### config.mk
export PLATFORM = sky130hd
export DESIGN_NAME = matmul_output_writer
export DESIGN_NICKNAME = d
export VERILOG_FILES = /design/src/rtl/matmul_output_writer.sv
export SDC_FILE = /design/constraint.sdc
export NUM_CORES = 1
export LEC_CHECK = 0
export CAP_MARGIN = 20
export CORE_MARGIN = 10
export CORE_UTILIZATION = 25
export CTS_CLUSTER_SIZE = 28
export DETAILED_ROUTE_END_ITERATION = 16
export MAX_ROUTING_LAYER = met4
export SYNTH_ARGS = -nofsm -noshare
export SYNTH_HDL_FRONTEND = slang
export SYNTH_SLANG_ARGS = --single-unit
### constraint.sdc
create_clock -name clk -period 15.6 [get_ports clk]
set_clock_uncertainty 0.1 [all_clocks]
set_input_delay 3.12 -clock clk [delete_from_list [all_inputs] [get_ports clk]]
set_output_delay 3.12 -clock clk [all_outputs]
set_load 0.05 [all_outputs]
### src/rtl/matmul_output_writer.sv
`default_nettype none
// ============================================================================
// matmul_output_writer: merges C row words from two tiles through small FIFOs
// into one registered RAM write port. Revision: 1.0
// ============================================================================
module matmul_output_writer #(
  parameter int DWIDTH          = 8,
  parameter int BB_MAT_MUL_SIZE = 8,
  parameter int AWIDTH          = 10,
  parameter int FIFO_DEPTH      = 4
) (
  input  logic                              clk,
  input  logic                              reset,
  input  logic                              start,
  input  logic [7:0]                        expected_writes,
  input  logic [BB_MAT_MUL_SIZE*DWIDTH-1:0] c_data_0,
  input  logic [BB_MAT_MUL_SIZE*DWIDTH-1:0] c_data_1,
  input  logic [AWIDTH-1:0]                 c_addr_0,
  input  logic [AWIDTH-1:0]                 c_addr_1,
  input  logic                              c_valid_0,
  input  logic                              c_valid_1,
  output logic [BB_MAT_MUL_SIZE*DWIDTH-1:0] c_wr_data,
  output logic [AWIDTH-1:0]                 c_wr_addr,
  output logic                              c_wr_en,
  input  logic                              c_wr_ready,
  output logic                              done,
  output logic                              overflow
);

  localparam int WW = BB_MAT_MUL_SIZE * DWIDTH;
  localparam int EW = AWIDTH + WW;
  localparam int PW = (FIFO_DEPTH > 1) ? $clog2(FIFO_DEPTH) : 1;
  localparam logic [PW:0] C_FULL = (PW + 1)'(FIFO_DEPTH);

  logic [EW-1:0] mem_q [2][FIFO_DEPTH];
  logic [PW-1:0] wptr_q [2];
  logic [PW-1:0] wptr_d [2];
  logic [PW-1:0] rptr_q [2];
  logic [PW-1:0] rptr_d [2];
  logic [PW:0]   cnt_q  [2];
  logic [PW:0]   cnt_d  [2];
  logic [EW-1:0] din    [2];

  logic [1:0]    valid;
  logic [1:0]    nonempty;
  logic [1:0]    pop;
  logic [1:0]    push;
  logic [1:0]    drop;
  logic          load;
  logic          complete;

  logic          en_q, en_d;
  logic [WW-1:0] data_q, data_d;
  logic [AWIDTH-1:0] addr_q, addr_d;
  logic          rr_q, rr_d;
  logic [7:0]    wcnt_q, wcnt_d;
  logic [7:0]    exp_q, exp_d;
  logic          armed_q, armed_d;
  logic          done_q, done_d;
  logic          ovf_q, ovf_d;

  assign din[0] = {c_addr_0, c_data_0};
  assign din[1] = {c_addr_1, c_data_1};
  assign valid  = {c_valid_1, c_valid_0};

  assign load     = !en_q || c_wr_ready;
  assign complete = en_q && c_wr_ready;

  always_comb begin
    nonempty = 2'b00;
    pop      = 2'b00;
    push     = 2'b00;
    drop     = 2'b00;
    for (int i = 0; i < 2; i++) begin
      nonempty[i] = (cnt_q[i] != '0);
    end
    // rr_q names the FIFO that wins when both hold data
    if (load && !start) begin
      if (nonempty == 2'b11) begin
        pop = rr_q ? 2'b10 : 2'b01;
      end else begin
        pop = nonempty;
      end
    end
    for (int i = 0; i < 2; i++) begin
      push[i] = valid[i] && !start && ((cnt_q[i] != C_FULL) || pop[i]);
      drop[i] = valid[i] && !start && (cnt_q[i] == C_FULL) && !pop[i];
    end
  end

  always_comb begin
    for (int i = 0; i < 2; i++) begin
      wptr_d[i] = wptr_q[i] + PW'(push[i]);
      rptr_d[i] = rptr_q[i] + PW'(pop[i]);
      cnt_d[i]  = cnt_q[i] + (PW + 1)'(push[i]) - (PW + 1)'(pop[i]);
      if (start) begin
        wptr_d[i] = '0;
        rptr_d[i] = '0;
        cnt_d[i]  = '0;
      end
    end

    en_d   = en_q;
    data_d = data_q;
    addr_d = addr_q;
    rr_d   = rr_q;
    if (start) begin
      en_d = 1'b0;
      rr_d = 1'b0;
    end else if (load) begin
      if (pop[0]) begin
        {addr_d, data_d} = mem_q[0][rptr_q[0]];
        en_d = 1'b1;
        rr_d = 1'b1;
      end else if (pop[1]) begin
        {addr_d, data_d} = mem_q[1][rptr_q[1]];
        en_d = 1'b1;
        rr_d = 1'b0;
      end else begin
        en_d = 1'b0;
      end
    end

    // counter saturates so late drains never wrap it
    wcnt_d = wcnt_q;
    if (start) begin
      wcnt_d = 8'd0;
    end else if (complete && (wcnt_q != 8'hFF)) begin
      wcnt_d = wcnt_q + 8'd1;
    end

    exp_d   = start ? expected_writes : exp_q;
    armed_d = armed_q || start;
    if (start) begin
      done_d = (expected_writes == 8'd0);
    end else begin
      done_d = done_q || (armed_q && (wcnt_d >= exp_q));
    end
    ovf_d = start ? 1'b0 : (ovf_q || (drop != 2'b00));
  end

  always_ff @(posedge clk) begin
    for (int i = 0; i < 2; i++) begin
      if (push[i]) begin
        mem_q[i][wptr_q[i]] <= din[i];
      end
    end
  end

  always_ff @(posedge clk or posedge reset) begin
    if (reset) begin
      for (int i = 0; i < 2; i++) begin
        wptr_q[i] <= '0;
        rptr_q[i] <= '0;
        cnt_q[i]  <= '0;
      end
      en_q    <= 1'b0;
      data_q  <= '0;
      addr_q  <= '0;
      rr_q    <= 1'b0;
      wcnt_q  <= 8'd0;
      exp_q   <= 8'd0;
      armed_q <= 1'b0;
      done_q  <= 1'b0;
      ovf_q   <= 1'b0;
    end else begin
      for (int i = 0; i < 2; i++) begin
        wptr_q[i] <= wptr_d[i];
        rptr_q[i] <= rptr_d[i];
        cnt_q[i]  <= cnt_d[i];
      end
      en_q    <= en_d;
      data_q  <= data_d;
      addr_q  <= addr_d;
      rr_q    <= rr_d;
      wcnt_q  <= wcnt_d;
      exp_q   <= exp_d;
      armed_q <= armed_d;
      done_q  <= done_d;
      ovf_q   <= ovf_d;
    end
  end

  assign c_wr_en   = en_q;
  assign c_wr_data = data_q;
  assign c_wr_addr = addr_q;
  assign done      = done_q;
  assign overflow  = ovf_q;

endmodule
`default_nettype wire
# Word-level counts from Yosys, hierarchy flattened
# Memories as Yosys holds them, arrays and structs flattened.
# Index checks and enable logic that the tools add are counted.
[totals]
reg_bits = 109
latch_bits = 0
ram_bits = 592
rom_bits = 0
inputBits = 162
output_inout_bits = 77
elab_cells = 115
mem_count = 1
[classes]
n_addsub = 9
mul = 0
n_div = 0
order_cmp = 7
n_eq_ne = 6
n_shift = 0
mux = 39
bitwise = 5
n_reduce_logical = 33
[mem_list]
columns = ["name", "words", "width", "read_ports", "rd_clocked_by_memory_dff", "write_ports", "line_no", "rtl"]
rows = [
  ["mem_q", 2, 296, 2, 0, 2, "35", "logic [EW-1:0] mem_q [2][FIFO_DEPTH];"],
]
[op_table]
columns = ["operator", "count"]
rows = [
  ["296-bit two-way mux", 2],
  ["74-bit two-way mux", 6],
  ["74-bit binary-select mux with 2-bit select", 2],
  ["74-bit demux with 2-bit select", 2],
  ["64-bit two-way mux", 2],
  ["10-bit two-way mux", 2],
  ["8-bit two-way mux", 2],
  ["1-bit logical AND", 14],
  ["2-bit two-way mux", 7],
  ["3-bit >= comparator (second input constant)", 4],
  ["1-bit two-way mux", 12],
  ["2-bit NOT with 3-bit output", 4],
  ["3-bit nonzero test", 3],
  ["2-bit by 1-bit adder with 2-bit output", 4],
  ["8-bit by 1-bit adder with 8-bit output (second input constant)", 1],
  ["8-bit >= comparator", 1],
  ["8-bit zero test", 1],
  ["8-bit != test (second input constant)", 1],
  ["3-bit by 1-bit adder with 3-bit output", 2],
  ["3-bit == test (second input constant)", 2],
  ["1-bit logical OR", 6],
  ["3-bit by 1-bit less-than comparator with 1-bit output (second input constant)", 2],
  ["3-bit two-way mux", 2],
  ["3-bit != test (second input constant)", 2],
  ["7 further kinds", 13],
]

# Depth between registers and ports, before layout
# Gate-level depths: netlist (run 1).
[depth]
ltp_word = 9
ltp_mapped = 13
ltp_nobuf = 12

# Worst setup path before layout (run 1)
# OpenSTA, ideal clock, no wires.
[synth_timing]
kind = "input to register"
startpoint = "input port start"
endpoint = "memory mem_q[0][444] (netlist name) (enable)"
setup_ns = 0.612
arrival_time_ns = 9.618
required_ns = 14.888
setup_slack_ns = 5.269
cell_stages = 7
n_path_buf = 2
cell_sequence = "clkbuf_1 -> inv_1 -> o211ai_1 -> and3_1 -> or3b_1 -> clkbuf_1 -> nor3b_1"
[synth_lines]
columns = ["item", "line_no", "rtl"]
rows = [
  ["start, declared", "14", "input logic start,"],
  ["end, declared", "35", ""],
]

==> flow_summary.ini, run 1 <==
[timing]
maxSlewViolCount = 0
hold_viol = 0
whs_ps = 359.2
finalSetupViolCount = 0
layout_worst_path_cycle_share_pct = 39.84
maxSlewHeadroom_pct = 34.10
clock.fmax_ghz = 0.1609
fin_tns_setup_ps = 0
rsz0062_at_grt = no
max_slew.worst_pin.slew_ps = 988.5
period_needed_ps = 6214

[cells_and_area]
drive_above_1_share_pct = 19.44
stdcell_count = 3020
syn_to_final_growth_pct = 25.35
fillCellCount = 10029
utilization_pct = 31.57
nets = 1737

[logic_synthesis]
avgSynthCellArea_um2 = 20.73
synth_ff_type = edfxtp_1
synth_nets = 1460
synth_cell_types = 46
synth.top_cell.area_share_pct = 67.05
syn_area_mm2 = 0.02651
yosys_warnings = 0
syn_inst = 1279
synthArstFlopShare_pct = 15.55
synth_top_cells_by_area = edfxtp_1 (67%), mux4_2 (13%), dfrtp_1 (10%)
ys_ff_latch = 701
synth-edff-count = 592
post-synth-top-area-cell = edfxtp_1
yosysSeqAreaShare_pct = 77.33

[pwr]
finalPower_mw = 5.578
power_per_cell_area_mw_per_mm2 = 167.8
ir_drop_mv = 0.1135
power_leakage_nw = 10.69

[detailed_routing]
detail_route.first_pass.iterations = 5
ant_nets = 0
drc = 0
wl_um = 64790
vias = 12943
vias_per_cell = 4.286
drtIter0Drc = 968
avgRoutedWirePerCell_um = 21.45

[cts]
path_clk_slew_ps = 60
root_buffer = clkbuf_16
numCtsBuffers = 77
cts_tree = built
postCtsHoldBufs = 0
clkSinkCount = 701
clk_latency_ps = 620
cts_max_level = 3
cts_resized = 0
cts_buffer_depth = 3
post_cts_buffers = 0

[critical_path]
start_kind = input pin
critPathSlowestCell = buf_4
crit_required_ps = 15730
crit_path_cell_trace = clkdlybuf4s50_1 -> buf_4 -> inv_1 -> o211ai_1 -> and3_1 -> or3b_1 -> inv_2 -> and3_4 -> buf_4
endpoint_kind = register
cp_max_fo = 45
crit_type = in -> reg
max_stage_delay_ps = 720
crit_arrival_ps = 6350
cp_common_cell = buf_4

[global_routing]
grt_max_degree = 87
overflow = 0
grt_use_total_pct = 11.01
grt_pass1_vias = 13991
grt_pass1_wl_um = 95680
antenna_found_initial = 16

[status]
status = complete, no violations

[placed_design]
dp_hpwl_um = 41250
dpl.cell_count = 2868
io_buffers = 238
gp_congestion = 0.7378

[floorplan]
die_w_um = 345.7
core.rowCount = 119
fp.dieH_um = 345.7
ioPinCount = 239
start_util_pct = 25.19
die_area_mm2 = 0.1195
core_area_mm2 = 0.1053

[flow_run]
drv_cap = 0

[worst_hold_path]
min_path_type = reg -> reg
==> cells in the mapped netlist, types with 2 or more instances <==
cell type  number
mux4_2        148
a31oi_1         2
or2_2           2
nor2b_1         6
and3_1          4
inv_1          16
o21ai_1        31
a21oi_1         4
clkbuf_2        4
buf_4           6
fa_1            2
or3b_1          2
dfrtp_1       109
buf_1           5
nand2b_1        2
mux2i_1        71
a21o_1          5
buf_2          23
edfxtp_1      592
a22o_1          4
nand2_1        82
nor3b_2         2
o21ai_0        48
nor3b_1         2
clkbuf_1       24
nand3_1         6
nor4_1          2
or3_1           2
xnor2_1        11
xor2_1          3
o211ai_1        2
ha_1           17
nor2_1         20
nor3_1          8
==> area by class of cell <==
cell class,instances,area (um^2),share of cell area (%)
inverters,18,73.82,0.2221
well taps,1391,1740,5.237
multi-input cells,497,5690,17.12
clock inverters,36,460.4,1.385
diodes,9,22.52,0.06777
repair buffers,261,2555,7.688
flip-flops and latches,701,20520,61.74
clock buffers,107,2172,6.536
==> sequential cells by signal (all words and copies together) (netlist names) <==
register and count:
wcnt_q 8, cnt_q 6, c_wr_data 64, armed_q 1, c_wr_addr 10, wptr_q 4
done 1, mem_q 592, c_wr_en 1, exp_q 8, rr_q 1, rptr_q 4
overflow 1
==> worst paths after layout <==
kind | startpoint | end | slack, ps | cells past startpoint
max reg2reg | cnt_q[1] | mem_q[0][84] | 11800 | 7
min | armed_q | armed_q | 360 | 1
max | start | mem_q[0][324] | 9390 | 9
min reg2reg | armed_q | armed_q | 360 | 1
min in group asynchronous | reset | c_wr_data[53] | 2820 | 2
max in group asynchronous | reset | rptr_q[0] | 11160 | 3
==> worst max-delay path, delay by kind of cell <==
kind            cells  cell delay, ps
buf+inv             5            1690
compound gates      1             160
simple gates        3            1300
==> stage by stage <==
stage	worst slack, ps	instance area (um^2)
2_1_floorplan	5269	26510
3_3_place_gp	8763	30580
3_5_place_dp	8714	30580
4_1_cts	9375	33210
5_1_grt	9234	33230
6_report	9386	33230
==> routing by layer <==
metal	global-route usage, %	up-vias	wire length, um
li1	-	5716	-
met1	14.27	6762	28950
met3	2.637	100	3651
met2	17.19	365	31030
met4	2.914	0	1155
met5	-	-	0
==> power by group <==
group / leakage (nW) / total (mW) / switching (mW) / internal, mW
clock: 1.29 / 1.86 / 0.727 / 1.13
sequential: 6.73 / 2.38 / 0.161 / 2.22
combinational: 2.67 / 1.34 / 0.787 / 0.558
==> cell families after synthesis <==
kind of cell / count (synthesis) / synth area share [%]
compound gates: 99 / 2.067
xor+xnor: 14 / 0.4625
fa+ha+maj: 19 / 0.9532
buf+inv: 81 / 1.392
flops: 701 / 77.33
mux: 220 / 15.29
simple gates: 145 / 2.496
==> cells in the final DEF, fill, tap and decap left out, drive strengths merged, types with 11 or more instances in the layout <==
| cell | count |
|---|---|
| inv | 22 |
| ha | 17 |
| xnor2 | 11 |
| buf | 23 |
| clkinv | 21 |
| clkbuf | 107 |
| mux4 | 148 |
| nand2 | 82 |
| edfxtp | 592 |
| dfrtp | 109 |
| clkdlybuf4s50 | 238 |
| nor2 | 21 |
| mux2i | 71 |
| o21ai | 79 |
No activity file was read; power rests on OpenSTA's default activity.
==> run 2: changes to the inputs <==
==> constraint.sdc (replaced) <==
create_clock -name clk -period 5.9 [get_ports clk]
set_clock_uncertainty 0.1 [all_clocks]
set_input_delay 1.18 -clock clk [delete_from_list [all_inputs] [get_ports clk]]
set_output_delay 1.18 -clock clk [all_outputs]
set_load 0.05 [all_outputs]
==> run 2 against run 1 <==
  * Sequential share of layout area shrank 0.070 points
  * Die area is the same
  * Sequential power rose to 2.6 times the previous value
  * Via count increased by 1.3%
  * Core utilization about the same
  * Non-clock buffer count is 1 higher
  * First-iteration DRC count decreased by 2.0%
  * Register-to-register slack worse by 9400 ps
  * Critical path type unchanged
  * Global-route usage is 0.43 points higher
  * Setup slack worse by 7900 ps
  * Count of clock-buffer cells in the layout up 5
  * Combinational power rose to 2.7 times the previous value
==> flow_summary.ini, run 2 (same netlist as run 1, synthesis figures left out) <==
[cells_and_area]
layout_common_cells = edfxtp_1 (592), clkdlybuf4s50_1 (238), mux4_2 (148)
nets = 1741
syn_to_final_growth_pct = 25.49
largest_register_ffs = 592
fillCellCount = 10035
drive_above_1_share_pct = 19.04
final_common_cell = edfxtp_1

[status]
status = complete, no violations

[timing]
fin_tns_setup_ps = 0
clock.fmax_ghz = 0.2270
max_slew.worst_pin.slew_ps = 948.2
finalSetupViolCount = 0
hold_viol = 0
maxSlewHeadroom_pct = 36.78
maxSlewViolCount = 0
whs_ps = 347.5
period_needed_ps = 4405
layout_worst_path_cycle_share_pct = 74.66
rsz0062_at_grt = no

[critical_path]
crit_buf_inv = 4
crit_arrival_ps = 4570
crit_type = in -> reg
critPathSlowestCell = clkdlybuf4s50_1
max_stage_delay_ps = 880
cp_max_fo = 43
endpoint_kind = register
critical-path-top-delay-family = buffers and inverters
start_kind = input pin
crit_path_cell_trace = clkdlybuf4s50_1 -> inv_1 -> o211ai_1 -> and3_1 -> or3b_1 -> inv_2 -> and3_4 -> buf_12
crit_required_ps = 6060

[cts]
post_cts_buffers = 0
path_clk_slew_ps = 60
clk_latency_ps = 630
clkSinkCount = 701
cts_resized = 0
numCtsBuffers = 80
cts_max_level = 3
cts_buffer_depth = 3
root_buffer = clkbuf_16
postCtsHoldBufs = 0
cts_tree = built

[worst_hold_path]
min_path_type = reg -> reg

[detailed_routing]
ant_nets = 0
detail_route.first_pass.iterations = 5
wl_um = 67640
drtIter0Drc = 949
vias_per_cell = 4.317
avgRoutedWirePerCell_um = 22.28
vias = 13105
drc = 0

[pwr]
power_per_cell_area_mw_per_mm2 = 441.7
switching_share_pct = 30.80
p_clk_share_pct = 32.7
seqPwrFrac_pct = 42.3
power_leakage_nw = 10.65
ir_drop_mv = 0.2604
p_int_mw = 10.17
p_switching_mw = 4.527
p_comb_share_pct = 25.0

[global_routing]
antenna_found_initial = 28
grt_pass1_vias = 14165
grt_pass1_wl_um = 99230
grt_use_total_pct = 11.44
grt_max_degree = 148
overflow = 0

[placed_design]
gp_congestion = 0.7355
io_buffers = 238
dp_hpwl_um = 42680

[floorplan]
fp.dieH_um = 345.7
ioPinCount = 239
start_util_pct = 25.19
core_area_mm2 = 0.1053
core.rowCount = 119
die_area_mm2 = 0.1195
die_w_um = 345.7

[flow_run]
drv_cap = 0
run 2: layer usage:
layer  up-vias  part of all wire (%)  global-route usage (%)
met1      6910                    45                   14.64
met3        94                   6.4                   3.554
li1       5752                     -                       -
met2       349                    47                   17.43
met4         0                   2.1                   3.124
met5         -                     0                       -
run 2: metrics by stage:
stage | instances | cell area [um^2] | utilization [%] | power [mW] | setup slack (ps)
after floorplan | 1279 | 26530 | - | 8.729 | 104.8
after global placement | 2869 | 30660 | 29.13 | 10.05 | 988.9
after detailed placement | 2869 | 30660 | 29.13 | 10.11 | 865.0
after CTS | 3014 | 33220 | 31.55 | 14.98 | 1510
after global routing | 3036 | 33270 | 31.61 | 15.36 | 1275
final | 3036 | 33270 | 31.61 | 14.70 | 1495
run 2: power by group through the flow:
stage / Sequential, mW / Combinational [mW] / Clock, mW
floorplan: 7.03 / 1.70 / 0
detailed placement: 6.34 / 3.77 / 0
global route: 6.28 / 3.94 / 5.14
finish: 6.22 / 3.67 / 4.80
CTS: 6.25 / 3.78 / 4.95
global placement: 6.32 / 3.73 / 0
run 2: worst paths after layout:
kind / startpoint / end / slack (ps) / cells past startpoint
min in group asynchronous: reset / exp_q[5] / 950 / 2
max in group asynchronous: reset / c_wr_data[46] / 3580 / 3
worst max-delay path: start / mem_q[0][334] / 1500 / 8
worst min register to register: armed_q / armed_q / 350 / 1
worst min-delay path: armed_q / armed_q / 350 / 1
worst max register to register: cnt_q[1] / mem_q[0][12] / 2420 / 7
run 2: worst reg2reg max path, stage by stage (launching register included):
cell and delay, ps:
dfrtp_1 440, or3_1 440, a221oi_2 280, nor4b_1 110, or3b_1 550, clkinv_2 110, and3_4 720, buf_12 360
run 2: layout make-up:
cell class	count	area [um^2]	share of cell area (%)
antenna	22	55.05	0.1655
clock buffer	112	2225	6.686
clock inverter	33	330.3	0.9928
inverter	18	73.82	0.2219
multi-input combinational	497	5715	17.18
sequential	701	20520	61.67
tap	1391	1740	5.231
timing repair buffer	262	2613	7.852
==> run 3: changes to the inputs <==
==> constraint.sdc (replaced) <==
create_clock -name clk -period 4 [get_ports clk]
set_clock_uncertainty 0.1 [all_clocks]
set_input_delay 0.8 -clock clk [delete_from_list [all_inputs] [get_ports clk]]
set_output_delay 0.8 -clock clk [all_outputs]
set_load 0.05 [all_outputs]
==> run 3 against run 2 <==
  * First-iteration DRC count shrank 13%
  * Power grew 48%
  * Largest cell class unchanged
  * Highest routed layer unchanged
  * Critical path depth unchanged
  * Worst hold slack improved by 3.9 ps
  * Die area unchanged
  * Register-to-register slack worse by 1500 ps
  * Global-route usage hardly changed
  * Largest power group unchanged
  * Critical endpoint is now mem_q[0][13]
  * Setup slack worse by 580 ps
  * Sequential power up 49%
==> flow_summary.ini, run 3 (same netlist as run 1, synthesis figures left out) <==
[floorplan]
die_w_um = 345.7
ioPinCount = 239
die_area_mm2 = 0.1195
core.rowCount = 119
start_util_pct = 25.19
core_area_mm2 = 0.1053
fp.dieH_um = 345.7

[placed_design]
dpl_cell_area_mm2 = 0.03090
dp_hpwl_um = 44310
io_buffers = 238
dpl.cell_count = 2877
gp_congestion = 0.7496
post-place-ws_ps = 340.6

[cts]
clk_latency_ps = 630
numCtsBuffers = 76
postCtsHoldBufs = 0
cts_resized = 0
post_cts_buffers = 0
root_buffer = clkbuf_16
cts_tree = built
cts_buffer_depth = 3
cts_max_level = 3
clkSinkCount = 701
path_clk_slew_ps = 60

[timing]
max_slew.worst_pin.slew_ps = 848.0
fin_ws_ps = 914.6
hold_viol = 0
maxSlewHeadroom_pct = 43.46
clock.fmax_ghz = 0.3241
fin_tns_setup_ps = 0
layout_worst_path_cycle_share_pct = 77.14
period_needed_ps = 3085
rsz0062_at_grt = no
finalSetupViolCount = 0
maxSlewViolCount = 0

[cells_and_area]
nets = 1745
layout_common_cells = edfxtp_1 (592), clkdlybuf4s50_1 (238), mux4_2 (148)
largest_register_ffs = 592
final_common_cell = edfxtp_1
drive_above_1_share_pct = 19.99
syn_to_final_growth_pct = 26.44
fillCellCount = 9990
stdcell_count = 3036
final_cell_area_mm2 = 0.03352

[pwr]
power_leakage_nw = 10.74
power_per_cell_area_mw_per_mm2 = 649.6
ir_drop_mv = 0.3217
finalPower_mw = 21.78

[flow_run]
drv_cap = 0

[detailed_routing]
ant_nets = 0
wl_um = 67710
drc = 0
detail_route.first_pass.iterations = 5
drtIter0Drc = 825
vias_per_cell = 4.297
avgRoutedWirePerCell_um = 22.30
vias = 13047

[critical_path]
rrSetupSlack_ps = 910
crit_path_cell_trace = or3_1 -> a221oi_2 -> nor4b_1 -> or3b_1 -> buf_4 -> clkinv_2 -> and3_4 -> buf_12
max_stage_delay_ps = 440
crit_type = reg -> reg
crit_arrival_ps = 3280
critPathSlowestCell = dfrtp_1
crit_buf_inv = 3
start_kind = register
reg2reg_from = cnt_q[1]
critPathLaunch = cnt_q[1]
crit_required_ps = 4200
critical-path-top-delay-family = simple AND/OR/NAND/NOR gates
cp_max_fo = 38
endpoint_kind = register

[global_routing]
grt_max_degree = 148
grt_use_total_pct = 11.48
antenna_found_initial = 29
overflow = 0
grt_pass1_wl_um = 99530
grt_pass1_vias = 14167

[worst_hold_path]
min_path_type = reg -> reg
hold_start = armed_q

[status]
status = complete, no violations
-- run 3: cell types whose count changed in the layout (fill, tap and decap cells not counted), sizes merged --
cell / previous run / this run
bufinv: 4 / 8
clkbuf: 112 / 92
inv: 19 / 23
buf: 24 / 32
diode: 22 / 19
clkinvlp: 3 / 4
clkinv: 25 / 31
-- run 3: path summary, 6_finish.rpt --
kind / depth (start not counted) / to
max: 8 / mem_q[0][13]
min: 1 / armed_q
max reg2reg: 8 / mem_q[0][13]
min reg2reg: 1 / armed_q
max in group asynchronous: 3 / wcnt_q[6]
min in group asynchronous: 2 / c_wr_addr[3]
-- run 3: cell type report --
| cell class | instances | area (um^2) | area share (%) |
|---|---|---|---|
| Sequential cell | 701 | 20520 | 61.21 |
| Multi-Input combinational cell | 497 | 5715 | 17.05 |
| Timing Repair Buffer | 270 | 2848 | 8.494 |
| Clock buffer | 92 | 2032 | 6.061 |
| Tap cell | 1391 | 1740 | 5.191 |
| Clock inverter | 48 | 545.5 | 1.627 |
| Inverter | 18 | 76.32 | 0.2277 |
| Antenna cell | 19 | 47.55 | 0.1418 |
-- run 3: per-layer routing --
metal	track usage (%)	part of all wire (%)
met1	14.30	44
met2	17.99	48
met3	3.666	6.4
met4	2.941	1.5
met5	-	0
-- run 3: per-stage QoR --
stage	util, %	hold slack (ps)
6_report	31.85	351.4
5_1_grt	31.84	377.1
4_1_cts	31.80	351.0
3_5_place_dp	29.35	337.1
3_3_place_gp	29.35	338.9
2_1_floorplan	-	323.8
-- run 3: where the power goes --
part | switching, mW | internal (mW)
logic | 3.15 | 2.25
clock network | 2.92 | 4.19
registers | 0.637 | 8.63
total | 6.70 | 15.1
-- run 3: worst register-to-register path: cells and delay by family, from the launching register on --
family,cells,cell delay (ps)
buffers and inverters,3,590
and+or+nand+nor,4,1320
DFF,1,440
AOI/OAI and AO/OA,1,280
